File: src/rtl/modexp_sequencer.sv
// modexp_sequencer: orders square/multiply ops for left-to-right
// modular exponentiation over a shared modmul unit.
module modexp_sequencer #(
  parameter int E_WIDTH = 16
) (
  input  logic               clk,
  input  logic               rst,
  input  logic               start,
  input  logic [E_WIDTH-1:0] exponent,
  input  logic               mm_done,
  output logic               acc_init,
  output logic               mm_start,
  output logic               mm_op,
  output logic               busy,
  output logic               done
);

  localparam int IW = (E_WIDTH > 1) ? $clog2(E_WIDTH) : 1;
  localparam logic [IW-1:0] TOP = IW'(E_WIDTH - 1);

  typedef enum logic [3:0] {
    S_IDLE,
    S_INIT,
    S_BIT,
    S_SQ_ISSUE,
    S_SQ_WAIT,
    S_MUL_ISSUE,
    S_MUL_WAIT,
    S_NEXT,
    S_DONE
  } state_t;

  state_t             state, state_nx;
  logic [E_WIDTH-1:0] e_reg, e_nx;
  logic [IW-1:0]      idx, idx_nx;
  logic               first, first_nx;
  logic               cur_bit;

  assign cur_bit = e_reg[idx];

  // State and walk registers; reset abandons any outstanding op.
  always_ff @(posedge clk) begin
    if (rst) begin
      state <= S_IDLE;
      e_reg <= '0;
      idx   <= '0;
      first <= 1'b0;
    end else begin
      state <= state_nx;
      e_reg <= e_nx;
      idx   <= idx_nx;
      first <= first_nx;
    end
  end

  // Next-state logic: MSB-first walk, square skipped while acc is 1.
  always_comb begin
    state_nx = state;
    e_nx     = e_reg;
    idx_nx   = idx;
    first_nx = first;
    case (state)
      S_IDLE: begin
        if (start) begin
          e_nx     = exponent;
          idx_nx   = TOP;
          first_nx = 1'b1;
          state_nx = S_INIT;
        end
      end
      S_INIT: begin
        if (e_reg == '0) state_nx = S_DONE;
        else             state_nx = S_BIT;
      end
      S_BIT: begin
        if (!first)       state_nx = S_SQ_ISSUE;
        else if (cur_bit) state_nx = S_MUL_ISSUE;
        else              state_nx = S_NEXT;
      end
      S_SQ_ISSUE: state_nx = S_SQ_WAIT;
      S_SQ_WAIT: begin
        if (mm_done) begin
          if (cur_bit) state_nx = S_MUL_ISSUE;
          else         state_nx = S_NEXT;
        end
      end
      S_MUL_ISSUE: begin
        first_nx = 1'b0;
        state_nx = S_MUL_WAIT;
      end
      S_MUL_WAIT: begin
        if (mm_done) state_nx = S_NEXT;
      end
      S_NEXT: begin
        if (idx == '0) begin
          state_nx = S_DONE;
        end else begin
          idx_nx   = idx - 1'b1;
          state_nx = S_BIT;
        end
      end
      S_DONE:  state_nx = S_IDLE;
      default: state_nx = S_IDLE;
    endcase
  end

  // Moore outputs decoded from the registered state only.
  always_comb begin
    acc_init = 1'b0;
    mm_start = 1'b0;
    mm_op    = 1'b0;
    busy     = (state != S_IDLE);
    done     = 1'b0;
    case (state)
      S_INIT:      acc_init = 1'b1;
      S_SQ_ISSUE:  mm_start = 1'b1;
      S_MUL_ISSUE: begin
        mm_start = 1'b1;
        mm_op    = 1'b1;
      end
      S_MUL_WAIT:  mm_op = 1'b1;
      S_DONE:      done = 1'b1;
      default:     ;
    endcase
  end

endmodule

File: config.mk
export PLATFORM = sky130hd
export DESIGN_NAME = modexp_sequencer
export DESIGN_NICKNAME = d
export VERILOG_FILES = /design/src/rtl/modexp_sequencer.sv
export SDC_FILE = /design/constraint.sdc
export NUM_CORES = 1
export LEC_CHECK = 0
export BUFFER_PORTS_ARGS = -buffer_cell sky130_fd_sc_hd__buf_2
export CAP_MARGIN = 20
export CORE_ASPECT_RATIO = 0.9
export CORE_MARGIN = 4
export CORE_UTILIZATION = 50
export CTS_BUF_LIST = sky130_fd_sc_hd__clkbuf_8
export CTS_CLUSTER_SIZE = 8
export DETAILED_ROUTE_END_ITERATION = 10
export GPL_TIMING_DRIVEN = 0
export MAX_ROUTING_LAYER = met4
export PLACE_DENSITY = 0.79
export SLEW_MARGIN = 0
export SYNTH_ARGS = -nofsm -noshare
export SYNTH_HDL_FRONTEND = slang
export SYNTH_SLANG_ARGS = --single-unit
File: constraint.sdc
create_clock -name clk -period 2.4 [get_ports clk]
set_input_delay 0.24 -clock clk [delete_from_list [all_inputs] [get_ports clk]]
set_output_delay 0.24 -clock clk [all_outputs]
set_load 0.005 [all_outputs]
==> flow_summary_export.csv <==
group,metric,value,unit
cts,post_cts_buffers,0,
global_route,grt_max_degree,17,
drt,drtIter0Drc,67,
finish,largest_reg_flops,16,
logic_synthesis,yosysSeqAreaShare,0.398,
logic_synthesis,syn_area,0.00126,mm^2
finish,final_util,0.639,
critical_path,critPathKind,"reg2reg",
finish,area_growth,15.8,%
sta,finalMaxSlewViolations,0,
cts,clkLatencyLatePin,280,ps
cts,path_clk_slew,100,ps
logic_synthesis,syn_inst,154,
logic_synthesis,yosysWarningCount,0,
floorplan,rows,16,
sta,rsz0062_at_grt,"false",
critical_path,required,2610,ps
logic_synthesis,async_flop_share,0,
critical_path,startpoint_type,"flop",
logic_synthesis,synth_edf_count,0,
run,cap_violations,0,
sta,min_period,1830,ps
logic_synthesis,synthDominantCellAreaShare,0.398,
outcome,outcome,"finished, final reports clean",
cts,numClockSinks,25,
floorplan,start_util,0.552,
sta,finalHoldViolCount,0,
sta,setup_viol,0,
critical_path,ff2ff_path_depth,7,
floorplan,die_area,0.00339,mm^2
logic_synthesis,synth_cell_types,36,
worst_hold_path,hold_class,"in2reg",
floorplan,io_pins,25,
logic_synthesis,synth.avg_cell_area,8.17,um^2
global_route,grt_pass1_vias,1145,
drt,drc,0,
cts,h-tree-depth,1,
sta,clock.fmax,547,MHz
drt,vias,1170,
cts,cts_tree,"built",
critical_path,worst_setup_path_end_kind,"flop",
logic_synthesis,synth_top_area_cell,"dfxtp_1",
global_route,overflow,0,
power,p_leak,0.593,nW
cts,cts_resized,0,
critical_path,path_max_fanout,6,
finish,fin_nets,203,
global_route,grt_pass1_wl,4950,um
sta,period_share,0.762,
global_route,antenna_found_initial,0,
worst_hold_path,worstHoldPathCells,3,
cts,cts-root-buf,"clkbuf_8",
drt,drtPass1Iterations,4,
placed_design,portBuffers,23,
placed_design,dpl.cell_count,204,
drt,wl,2980,um
cts,cts_buffers,3,
sta,hold_ws,188,ps
logic_synthesis,synth_ff_type,"dfxtp_1",
finish,finalNonFillerCells,208,
floorplan,coreArea,0.00228,mm^2
floorplan,die_h,55.6,um
sta,finalWorstSetupSlack,571,ps
global_route,grt_use_total,0.195,
logic_synthesis,yosys-top-cells-area,"dfxtp_1, nand2_1, a21oi_1, mux4_2, nor2_1",
sta,relSlewSlack,0.721,
sta,finClkSkew,5.06,ps
placed_design,preCtsSetupSlack,654,ps
finish,n_antenna_cell,0,
power,power_density,1050,mW/mm^2
drt,vias_per_cell,5.63,
floorplan,die_x,60.9,um
placed_design,gp_congestion,0.909,
finish,drive_above_1_share,0.238,
sta,fin_tns_setup,0,ps
critical_path,cp.arrival,2040,ps
placed_design,dp_hpwl,2230,um
sta,worst_slew_pin_slew,418,ps
drt,wl_per_cell,14.3,um
logic_synthesis,synth_nets,175,
cts,clk_path_buf_depth,2,
power,vdd_drop_max,0.822,mV
drt,antenna_left,0,
logic_synthesis,ys_seq_elements,25,
cts,cts_hold_buf,0,
area by class of cell:
cell class              instances  area (um^2)
fillers                       199          825
multi-input cells             115          687
flip-flops and latches         25          500
repair buffers                 23          115
plain buffers                  11         60.1
clock buffers                   3         41.3
well taps                      27         33.8
inverters                       3         11.3
clock inverters                 1         8.76
metrics by stage:
stage	cell area (um^2)	power, mW
detailed placement	1410	1.26
global placement	1410	1.23
CTS	1460	1.53
floorplan	1260	1.09
global route	1460	1.64
finish	1460	1.53
worst paths after layout:
kind,start,end,slack (ps)
hold reg to reg,e_reg[5]$_SDFFE_PP0P_,e_reg[5]$_SDFFE_PP0P_,480
setup / recovery,idx[0]$_SDFFE_PP0P_,idx[2]$_SDFFE_PP0P_,570
setup reg to reg,idx[0]$_SDFFE_PP0P_,idx[2]$_SDFFE_PP0P_,570
hold / removal,exponent[2],e_reg[2]$_SDFFE_PP0P_,190
layout by cell type (no fill, tap or decap), types with 3 or more instances in the layout:
cell type,netlist,final
a21oi_1,20,20
o21ai_0,3,3
nor4_1,5,5
clkbuf_8,0,3
dfxtp_1,25,25
inv_1,3,3
mux4_2,4,4
nand2_1,43,43
nor3_1,6,6
xor2_1,3,3
nor2_1,9,9
buf_2,6,29
metal layers:
metal  GRT usage  up-vias  share of wire
li1            -      586              -
met1       0.242      544           0.43
met2       0.307       36           0.50
met3      0.0557        4          0.058
met4      0.0526        0          0.010
met5           -        -              0
cell usage after synthesis, types with 2 or more instances:
| cell | n |
|---|---|
| mux4_2 | 4 |
| buf_2 | 6 |
| nand2_1 | 43 |
| nor3_1 | 6 |
| xor2_1 | 3 |
| inv_1 | 3 |
| nor2_1 | 9 |
| clkbuf_1 | 2 |
| a21oi_1 | 20 |
| dfxtp_1 | 25 |
| a211oi_1 | 2 |
| nor4_1 | 5 |
| o21ai_0 | 3 |
cell families after synthesis:
family / share of synthesized area
buffers and inverters: 0.0567
flip-flops: 0.398
adder cells (fa/ha/maj): 0.00994
multiplexers: 0.0716
AO/OA/AOI/OAI: 0.135
XOR/XNOR: 0.0278
AND/OR/NAND/NOR: 0.301
worst max-delay path, cell delays in order (launching register included):
cell	delay, ps
dfxtp_1	450
inv_1	120
ha_1	240
nor3b_2	180
nor3_2	320
nand2_1	150
xor2_1	160
a21oi_1	150
where the power goes:
group,switching (mW),total [mW],internal (mW),leakage (nW)
Clock,0.149,0.271,0.122,0.0261
Combinational,0.364,0.663,0.299,0.361
Sequential,0.0875,0.598,0.511,0.206
Power figures use the tool's default switching activity.
